File: src/rtl/lcd_text_writer.sv
// rtl/lcd_text_writer.sv - writes one buffered text line to the LCD character controller
//
// Ports:
//   clk, rst_n            clock, synchronous active-low reset
//   wr_en/wr_addr/wr_char host write port into the line buffer (ignored while xfer_busy)
//   start/line_sel/clear_first  begin a line transfer (sampled in IDLE only)
//   busy                  busy handshake from the LCD controller
//   lcd_enable/lcd_bus    one-cycle command strobe and {rs, rw, data} to the controller
//   xfer_busy/done/err    transfer status, done/err are one-cycle pulses

module lcd_text_writer #(
    parameter int LINE_LEN    = 16,
    parameter int ACK_TIMEOUT = 8
) (
    input  logic       clk,
    input  logic       rst_n,
    input  logic       wr_en,
    input  logic [3:0] wr_addr,
    input  logic [7:0] wr_char,
    input  logic       start,
    input  logic       line_sel,
    input  logic       clear_first,
    input  logic       busy,
    output logic       lcd_enable,
    output logic [9:0] lcd_bus,
    output logic       xfer_busy,
    output logic       done,
    output logic       err
);

    typedef enum logic [2:0] {
        S_IDLE,
        S_WAIT_RDY,
        S_ISSUE,
        S_WAIT_ACK,
        S_WAIT_DONE,
        S_FINISH
    } state_t;

    localparam int             CW       = $clog2(ACK_TIMEOUT + 1);
    localparam logic [4:0]     LEN5     = 5'(LINE_LEN);
    localparam logic [CW-1:0]  ACK_LAST = CW'(ACK_TIMEOUT - 1);

    state_t        state;
    logic [7:0]    line_buf [16];
    logic          clr_lat;
    logic          line_lat;
    logic [4:0]    item_idx;
    logic [CW-1:0] ack_cnt;

    logic [4:0]    last_idx;
    logic [4:0]    next_idx;
    logic [3:0]    data_idx;
    logic [9:0]    next_item;

    // Item numbering: [clear], address, then characters 0..LINE_LEN-1.
    // The item loaded at start is never a character, so the "next" item is
    // either the address (only when a clear went first) or a character.
    always_comb begin
        last_idx  = LEN5 + {4'b0, clr_lat};
        next_idx  = item_idx + 5'd1;
        data_idx  = next_idx[3:0] - {3'b0, clr_lat} - 4'd1;
        next_item = {2'b10, line_buf[data_idx]};
        if (clr_lat && (next_idx == 5'd1)) begin
            next_item = {3'b001, line_lat, 6'b0};
        end
    end

    always_ff @(posedge clk) begin
        if (!rst_n) begin
            for (int i = 0; i < 16; i++) begin
                line_buf[i] <= 8'h20;
            end
        end else if (wr_en && !xfer_busy && ({1'b0, wr_addr} < LEN5)) begin
            line_buf[wr_addr] <= wr_char;
        end
    end

    always_ff @(posedge clk) begin
        if (!rst_n) begin
            state      <= S_IDLE;
            lcd_enable <= 1'b0;
            lcd_bus    <= 10'h000;
            xfer_busy  <= 1'b0;
            done       <= 1'b0;
            err        <= 1'b0;
            clr_lat    <= 1'b0;
            line_lat   <= 1'b0;
            item_idx   <= 5'd0;
            ack_cnt    <= '0;
        end else begin
            lcd_enable <= 1'b0;
            done       <= 1'b0;
            err        <= 1'b0;
            case (state)
                S_IDLE: begin
                    if (start) begin
                        clr_lat   <= clear_first;
                        line_lat  <= line_sel;
                        item_idx  <= 5'd0;
                        lcd_bus   <= clear_first ? 10'h001 : {3'b001, line_sel, 6'b0};
                        xfer_busy <= 1'b1;
                        state     <= S_WAIT_RDY;
                    end
                end
                S_WAIT_RDY: begin
                    if (!busy) begin
                        lcd_enable <= 1'b1;
                        state      <= S_ISSUE;
                    end
                end
                S_ISSUE: begin
                    ack_cnt <= '0;
                    state   <= S_WAIT_ACK;
                end
                S_WAIT_ACK: begin
                    if (busy) begin
                        state <= S_WAIT_DONE;
                    end else if (ack_cnt == ACK_LAST) begin
                        err       <= 1'b1;
                        xfer_busy <= 1'b0;
                        lcd_bus   <= 10'h000;
                        state     <= S_IDLE;
                    end else begin
                        ack_cnt <= ack_cnt + 1'b1;
                    end
                end
                S_WAIT_DONE: begin
                    if (!busy) begin
                        if (item_idx == last_idx) begin
                            done      <= 1'b1;
                            xfer_busy <= 1'b0;
                            lcd_bus   <= 10'h000;
                            state     <= S_FINISH;
                        end else begin
                            item_idx <= next_idx;
                            lcd_bus  <= next_item;
                            state    <= S_WAIT_RDY;
                        end
                    end
                end
                S_FINISH: begin
                    state <= S_IDLE;
                end
                default: begin
                    state <= S_IDLE;
                end
            endcase
        end
    end

endmodule

File: config.mk
export PLATFORM = sky130hd
export DESIGN_NAME = lcd_text_writer
export DESIGN_NICKNAME = d
export VERILOG_FILES = /design/src/rtl/lcd_text_writer.sv
export SDC_FILE = /design/constraint.sdc
export NUM_CORES = 1
export LEC_CHECK = 0
export CAP_MARGIN = 10
export CELL_PAD_IN_SITES_DETAIL_PLACEMENT = 2
export CELL_PAD_IN_SITES_GLOBAL_PLACEMENT = 2
export CORE_ASPECT_RATIO = 1.25
export CORE_UTILIZATION = 45
export CTS_CLUSTER_SIZE = 20
export DETAILED_ROUTE_END_ITERATION = 10
export PLACE_DENSITY_LB_ADDON = 0.1
export RECOVER_POWER = 100
export SLEW_MARGIN = 5
export SYNTH_ARGS = -nofsm -noshare
export SYNTH_HDL_FRONTEND = slang
export SYNTH_SLANG_ARGS = --single-unit
export TNS_END_PERCENT = 30
File: constraint.sdc
create_clock -name clk -period 6.8 [get_ports clk]
set_input_delay 1.36 -clock clk [delete_from_list [all_inputs] [get_ports clk]]
set_output_delay 1.36 -clock clk [all_outputs]
set_load 0.05 [all_outputs]
== Word-level counts from Yosys, hierarchy flattened ==
Memory sizes are Yosys's and may differ from the RTL's.
Index checks and enable logic that the tools add are counted.

* $add $sub $neg: 5
* Equality and inequality tests: 16
* Mux-type cells: 38
* Bitwise logic cells: 3
* Reductions and logical operators: 17

{| class="wikitable"
|+ Operators by type and width
! operator !! count
|-
| $mux W10 || 6
|-
| $pmux W10 S3 || 1
|-
| $mux W3 || 6
|-
| $mux W8 || 2
|-
| $ne A2 B2 Y1 const B || 8
|-
| $mux W5 || 3
|-
| $pmux W3 S5 || 1
|-
| $mux W1 || 13
|-
| $mux W4 || 3
|-
| $pmux W5 S2 || 1
|-
| $pmux W4 S2 || 1
|-
| $reduce_and A4 Y1 || 2
|-
| $reduce_or A8 Y1 || 1
|-
| $eq A3 B2 Y1 const B || 2
|-
| $reduce_and A6 Y1 || 1
|-
| $reduce_or A3 Y1 || 2
|-
| $add A5 B1 Y5 const A || 1
|-
| $add A5 B1 Y5 const B || 1
|-
| $eq A5 B1 Y1 const B || 1
|-
| $eq A5 B5 Y1 || 1
|-
| $reduce_and A5 Y1 || 1
|-
| $add A4 B1 Y4 const B || 1
|-
| $eq A4 B3 Y1 const B || 1
|-
| $reduce_and A2 Y1 || 2
|-
| 13 further kinds || 17
|}

* Register bits after elaboration: 28
* Memory bits (writable): 128
* Bits of input ports: 19
* Output and inout bits: 14
* Memories kept: 1

{| class="wikitable"
|+ Memories
! name !! depth !! bits a word !! rd ports !! clocked after Yosys merged registers in !! wr ports !! RTL line !! text
|-
| line_buf || 16 || 8 || 1 || 0 || 16 || 45 || <nowiki>logic [7:0] line_buf [16];</nowiki>
|}

== Depth between registers and ports, before layout ==
Gate-level depths: netlist of the first run.
An unclocked memory read counts as a cell.

* Word-level depth: 8
* Depth in mapped cells: 10
* Gate-level depth less buffers: 9

== Least setup slack after synthesis of the first run ==
OpenSTA, ideal clock, no wires.

* Path kind: input to register
* Start: in wr_addr[0]
* End: mem line_buf[14][0], enable pin
* Data arrival time: 2.697 ns
* Required time: 6.416 ns
* Setup slack: 3.719 ns
* Stages on the path: 3
* Path through: or4b_1 clkbuf_1 o21ai_0

{| class="wikitable"
|+ RTL lines
! what !! RTL line !! text
|-
| start, declared || 18 || <nowiki>input logic [3:0] wr_addr,</nowiki>
|-
| end, declared || 45 ||
|}

==> flow_metrics.py, run 1 <==
metrics = {
    "worst_setup_path": {
        "path_cells": "dlygate4sd3_1, clkbuf_1, nand3_1, or3_1, nor3_1, nand2b_1",
        "path_max_fanout": 25,
        "r2r-end": "lcd_bus[2]$_SDFFE_PN0P_",
        "critPathTopFamily": "simple AND/OR/NAND/NOR gates",
        "crit_buf_inv": 2,
        "startpoint": "rst_n",
        "endpoint": "line_buf[1][3]$_SDFFCE_PN0P_",
        "max_stage_delay_ps": 1070,
        "cp_data_arrival_time_ps": 4950,
        "reg2reg_from": "item_idx[1]$_SDFFE_PN0P_",
        "reg2regPathDepth": 9,
        "worst-path-stages": 6,
        "slowest_stage": "clkbuf_1",
        "worstPathRequired_ps": 6870,
        "r2r_setup_slack_ps": 4040,
        "end_kind": "flip-flop",
        "crit_type": "input pin to flip-flop",
        "worstSetupStartpointType": "input pin",
    },
    "grt": {
        "use_met1_pct": 32.2,
        "use_met2_pct": 51.2,
        "grt_util_all_layers_pct": 28.2,
        "antenna_found_initial": 0,
        "grt_max_degree": 33,
        "grt_overflow_total": 0,
        "first_global_vias": 5196,
        "met3_usage_pct": 4.12,
        "grt_busiest_layer": "met2",
        "grt_pass1_wl_um": 33200,
    },
    "layout": {
        "final_cells": 822,
        "nFillCells": 1525,
        "n_antenna_cell": 0,
        "fin_area_mm2": 0.00844,
        "synthToLayoutAreaGrowth_pct": 13.1,
        "nets": 619,
        "layout-drive-gt1-share_pct": 8.09,
    },
    "floorplanning": {
        "start_util_pct": 46.1,
        "core-area_mm2": 0.0162,
        "die_w_um": 117,
        "io_pins": 33,
        "num_rows": 52,
        "dieArea_mm2": 0.0171,
        "die_h_um": 146,
    },
    "yosys": {
        "ys_types": 57,
        "synth-edff-count": 128,
        "synth-main-ff-cell": "edfxtp_1",
        "ys_seq_area_share_pct": 58.8,
        "syn_inst": 572,
        "synth_fp_nets": 596,
        "synth_warnings": 0,
        "ys_ff_latch": 155,
        "synth.cell_area_mm2": 0.00746,
        "postSynthAreaPerCell_um2": 13.0,
        "ys_async_sr_fraction_pct": 0,
    },
    "clock_tree": {
        "cts-resized-gates": 0,
        "clockBufferDepth": 2,
        "clock-sinks": 155,
        "clk_pin_slew_ps": 60,
        "clk_latency_ps": 420,
        "numCtsBuffers": 17,
        "cts_htree_levels": 4,
        "cts_tree": "built",
        "cts_setup_buffers": 0,
        "cts_root_buf": "clkbuf_16",
        "cts_hold_buf": 0,
    },
    "timing": {
        "setup-violations-final": 0,
        "fmax_mhz": 205,
        "relSlewSlack_pct": 1.12,
        "tns_ps": 0,
        "worstMarginPinSlew_ps": 1480,
        "report.final.slew_viol_count": 0,
        "rsz0062_at_grt": "no",
        "skew_ps": 7.44,
        "period_needed_ps": 4880,
        "finalCritPeriodShare_pct": 71.7,
        "hold_viol": 0,
    },
    "pwr": {
        "power_switching_mw": 0.566,
        "leakagePower_nw": 2.98,
        "comb_power_share_pct": 11.2,
        "sw_frac_of_total_pct": 24.7,
        "intPower_mw": 1.73,
        "powerDensity_mw_per_mm2": 272,
        "seq_power_share_pct": 47.7,
        "ir_worst_vdd_uv": 156,
        "pwr-share-clk_pct": 41.2,
    },
    "worst_hold_path": {
        "worstHoldPathType": "flip-flop to flip-flop",
    },
    "placed_design": {
        "gp_congestion": 0.834,
        "dp_hpwl_um": 15300,
        "dp.cells": 789,
        "place_area_mm2": 0.00789,
        "portBuffers": 31,
    },
    "drt": {
        "drc": 0,
        "drtIter0Drc": 242,
        "vias": 4697,
        "avgViaCountPerCell": 5.71,
        "routedWlPerCell_um": 27.0,
        "wl_um": 22200,
        "drtAntennaViolNets": 0,
        "firstDrtPassIters": 5,
    },
    "run": {
        "cap_violations": 0,
    },
    "run_status": {
        "status": "complete, no violations",
    },
}
## per-layer routing
layer | share of wire [%] | wire length, um | up-vias
li1 | - | - | 2142
met5 | 0 | 0 | -
met3 | 3.5 | 774 | 36
met1 | 38 | 8340 | 2418
met2 | 55 | 12300 | 101
met4 | 3.3 | 742 | 0
## layout by cell type (no fill, tap or decap), types with 13 or more instances in the layout
master | Yosys | final
edfxtp_1 | 128 | 128
and2_0 | 0 | 99
nand2_1 | 47 | 47
nor2_1 | 37 | 37
dfxtp_1 | 27 | 27
mux4_1 | 22 | 22
nand3_1 | 20 | 20
o21ai_0 | 20 | 20
clkbuf_16 | 0 | 17
clkdlybuf4s50_1 | 0 | 16
dlygate4sd3_1 | 0 | 15
or3_1 | 14 | 14
and2_1 | 113 | 14
a21oi_1 | 14 | 14
nand2b_1 | 13 | 13
## registers in the layout, summed over array words and instances (netlist names)
name / cells
ack_cnt: 4
clr_lat: 1
done: 1
err: 1
item_idx: 5
lcd_bus: 9
lcd_enable: 1
line_buf: 128
line_lat: 1
state: 3
xfer_busy: 1
## kinds of logic (layout without fill, tap and decap cells)
family,Yosys count,in the layout,share of synthesized area [%]
compound gates,54,54,4.86
xor+xnor,9,9,1.41
fa+ha+maj,5,5,0.838
buf+inv,42,76,2.92
flops,155,155,58.8
mux,34,34,11.0
other cells,1,1,0.0503
simple gates,272,272,20.1
## power groups by stage
stage | clock network, mW | registers, mW | logic, mW
floorplan | 0 | 1.10 | 0.161
global placement | 0 | 1.11 | 0.243
detailed placement | 0 | 1.11 | 0.254
CTS | 0.961 | 1.09 | 0.260
global route | 0.993 | 1.10 | 0.274
finish | 0.943 | 1.09 | 0.256
## layout make-up
type                            instances  area [um^2]  area share, %
Clock inverter                         10          126           1.50
Tap cell                              216          270           3.20
Timing Repair Buffer                   39          355           4.21
Inverter                                7         26.3          0.311
Clock buffer                           20          437           5.17
Multi-Input combinational cell        375         2840           33.7
Sequential cell                       155         4380           51.9
## worst min-delay path by stage
stage               cells after the start  slack [ps]                     from                      end
floorplan                               2         450    line_lat$_SDFFE_PN0P_    line_lat$_SDFFE_PN0P_
global placement                        1         470  lcd_bus[4]$_SDFFE_PN0P_  lcd_bus[4]$_SDFFE_PN0P_
detailed placement                      1         460  lcd_bus[3]$_SDFFE_PN0P_  lcd_bus[3]$_SDFFE_PN0P_
CTS                                     1         480  lcd_bus[3]$_SDFFE_PN0P_  lcd_bus[3]$_SDFFE_PN0P_
global route                            1         500  lcd_bus[3]$_SDFFE_PN0P_  lcd_bus[3]$_SDFFE_PN0P_
finish                                  1         470  lcd_bus[3]$_SDFFE_PN0P_  lcd_bus[3]$_SDFFE_PN0P_
## synthesized netlist by cell type (2+ instances only)
| cell | instances | area, um^2 |
|---|---|---|
| inv_1 | 7 | 26.3 |
| nor2_1 | 37 | 139 |
| nand2b_1 | 13 | 81.3 |
| xor2_1 | 4 | 35.0 |
| edfxtp_1 | 128 | 3840 |
| mux2i_1 | 2 | 20.0 |
| o21ai_0 | 20 | 100 |
| nand3_1 | 20 | 100 |
| nor3_1 | 3 | 15.0 |
| nand2_1 | 47 | 176 |
| ha_1 | 5 | 62.6 |
| dfxtp_1 | 27 | 541 |
| xnor2_1 | 3 | 26.3 |
| clkbuf_1 | 20 | 75.1 |
| buf_2 | 6 | 30.0 |
| buf_6 | 4 | 45.0 |
| and3_1 | 4 | 25.0 |
| a21oi_1 | 14 | 70.1 |
| and2_1 | 113 | 707 |
| o21a_1 | 2 | 15.0 |
| mux4_2 | 10 | 225 |
| nor3_2 | 4 | 40.0 |
| a32o_1 | 5 | 50.1 |
| buf_4 | 3 | 22.5 |
| nand3b_1 | 2 | 15.0 |
| mux4_1 | 22 | 578 |
| or3_1 | 14 | 87.6 |
| nand4_1 | 4 | 25.0 |
## metrics by stage
step	total power, mW	utilization (%)	setup WS (ps)	hold WS, ps
after global placement	1.35	48.7	2670	469
after CTS	2.31	52.2	2860	477
after detailed placement	1.37	48.7	2450	464
after floorplan	1.27	-	3720	455
final	2.29	52.1	1920	466
after global routing	2.36	52.1	1710	501
Power figures use the tool's default switching activity.
==> run 2, diff against run 1 <==
Settings changed: CORE_UTILIZATION 45 to 39.
Clock period 6.8 ns to 4.3 ns, I/O delays scaled along.
==> run 2 against run 1 <==
Effect of this change:
- sequential cell count did not move
- critical endpoint is now lcd_bus[3]$_SDFFE_PN0P_
- critical path type is now flip-flop to flip-flop
- utilization fell by 6.5 points
- largest cell class unchanged
- worst hold slack better by 9.2 ps
- the flow now finishes with violations (capacitance limit, slew limit)
- largest power group unchanged
- global-route usage shrank 4.3 points
- clock skew increased by 2.1 ps
- highest routed layer unchanged
- final cell count increased by 3.4%
- critical path depth increased by 2
- cell area up 1.4%
==> flow_metrics.py, run 2 (same netlist as run 1, synthesis figures left out) <==
metrics = {
    "clock_tree": {
        "clk_pin_slew_ps": 70,
        "clockBufferDepth": 2,
        "clk_latency_ps": 430,
        "cts_tree": "built",
        "cts_root_buf": "clkbuf_16",
        "cts_setup_buffers": 0,
        "cts-resized-gates": 0,
        "cts_htree_levels": 4,
        "clock-sinks": 155,
        "cts_hold_buf": 0,
        "numCtsBuffers": 17,
    },
    "worst_hold_path": {
        "holdPathStages": 1,
        "worstHoldPathType": "flip-flop to flip-flop",
    },
    "worst_setup_path": {
        "worstSetupStartpointType": "flip-flop",
        "end_kind": "flip-flop",
        "max_stage_delay_ps": 1420,
        "path_cells": "inv_1, ha_1, nor2_1, a311oi_2, o21ai_2, nor2_4, and3_1, a32o_1",
        "crit_buf_inv": 1,
        "critPathTopFamily": "adder cells",
        "path_max_fanout": 28,
        "worstPathRequired_ps": 4670,
        "worst-path-stages": 8,
        "cp_data_arrival_time_ps": 3850,
        "reg2regPathDepth": 8,
        "crit_type": "flip-flop to flip-flop",
        "slowest_stage": "ha_1",
    },
    "run_status": {
        "status": "finished with violations",
        "violations": "capacitance limit, slew limit",
    },
    "pwr": {
        "ir_worst_vdd_uv": 272,
        "finalPower_mw": 3.75,
        "leakagePower_nw": 3.03,
        "powerDensity_mw_per_mm2": 438,
    },
    "floorplanning": {
        "num_rows": 56,
        "die_w_um": 126,
        "dieArea_mm2": 0.0197,
        "start_util_pct": 39.7,
        "die_h_um": 157,
        "io_pins": 33,
        "core-area_mm2": 0.0188,
    },
    "timing": {
        "tns_ps": 0,
        "finalCritPeriodShare_pct": 80.9,
        "skew_ps": 9.49,
        "rsz0062_at_grt": "no",
        "worstMarginPinSlew_ps": 1660,
        "period_needed_ps": 3480,
        "whs_ps": 475,
        "fmax_mhz": 287,
        "setup-violations-final": 0,
        "hold_viol": 0,
        "worst_slack_ps": 822,
        "report.final.slew_viol_count": 29,
        "relSlewSlack_pct": -11.0,
    },
    "drt": {
        "firstDrtPassIters": 4,
        "wl_um": 21900,
        "drc": 0,
        "avgViaCountPerCell": 5.55,
        "routedWlPerCell_um": 25.8,
        "drtAntennaViolNets": 0,
        "vias": 4716,
        "drtIter0Drc": 228,
    },
    "grt": {
        "grt_max_degree": 33,
        "grt_pass1_wl_um": 33500,
        "first_global_vias": 5168,
        "grt_overflow_total": 0,
        "antenna_found_initial": 0,
        "grt_util_all_layers_pct": 24.0,
    },
    "layout": {
        "seqCellArea_mm2": 0.00438,
        "synthToLayoutAreaGrowth_pct": 14.6,
        "regMostFlops": "line_buf",
        "top_regs": "line_buf x128, lcd_bus x9, item_idx x5",
        "nets": 629,
        "final_common_cell": "edfxtp_1",
        "final_cell_mix": "edfxtp_1, and2_0, nand2_1, nor2_1, dfxtp_1",
        "n_antenna_cell": 0,
        "nFillCells": 1842,
        "multi_input_area_mm2": 0.00283,
        "layout-drive-gt1-share_pct": 8.90,
        "largest_reg_flops": 128,
        "utilization_pct": 45.6,
    },
    "placed_design": {
        "dp_hpwl_um": 15100,
        "gp_congestion": 0.776,
        "pre_cts_ws_ps": 793,
        "portBuffers": 31,
    },
    "run": {
        "cap_violations": 1,
    },
}
run 2: changes by cell type in the layout (fill, tap and decap cells not counted), sizes merged:
cell,previous run,this run
clkinvlp,0,1
clkbuf,24,30
bufinv,3,4
buf,4,6
inv,7,9
run 2: per-layer routing:
layer  up-vias  share of wire [%]  track usage [%]
li1       2157                  -                -
met1      2456                 41             27.7
met2        79                 55             45.0
met3        24                2.5             4.10
met4         0                2.0             7.32
met5         -                  0                0
run 2: worst reg2reg max path, stage by stage (launching register included):
cell,delay [ps]
dfxtp_1,380
inv_1,110
ha_1,1420
nor2_1,170
a311oi_2,360
o21ai_2,170
nor2_4,220
and3_1,360
a32o_1,220
run 2: power breakdown:
group	internal, mW	leakage [nW]	switching, mW	total [mW]
logic	0.148	1.23	0.264	0.411
registers	1.68	1.49	0.0351	1.72
clock network	0.976	0.305	0.642	1.62
run 2: area by class of cell:
type	count	share of cell area [%]
clock inverter	14	2.28
timing repair buffer	49	4.68
tap	232	3.39
multi-input combinational	375	33.1
clock buffer	18	5.02
inverter	7	0.307
sequential	155	51.3
run 2: path summary, 6_finish.rpt:
| kind | startpoint | end | slack [ps] |
|---|---|---|---|
| setup / recovery | item_idx[0]$_SDFFE_PN0P_ | lcd_bus[3]$_SDFFE_PN0P_ | 820 |
| hold / removal | lcd_bus[1]$_SDFFE_PN0P_ | lcd_bus[1]$_SDFFE_PN0P_ | 470 |
| setup reg to reg | item_idx[0]$_SDFFE_PN0P_ | lcd_bus[3]$_SDFFE_PN0P_ | 820 |
| hold reg to reg | lcd_bus[1]$_SDFFE_PN0P_ | lcd_bus[1]$_SDFFE_PN0P_ | 470 |
run 2: per-stage QoR:
stage | instances | instance area (um^2)
floorplan | 572 | 7460
global placement | 818 | 8010
detailed placement | 818 | 8010
CTS | 850 | 8630
global route | 850 | 8550
finish | 850 | 8550
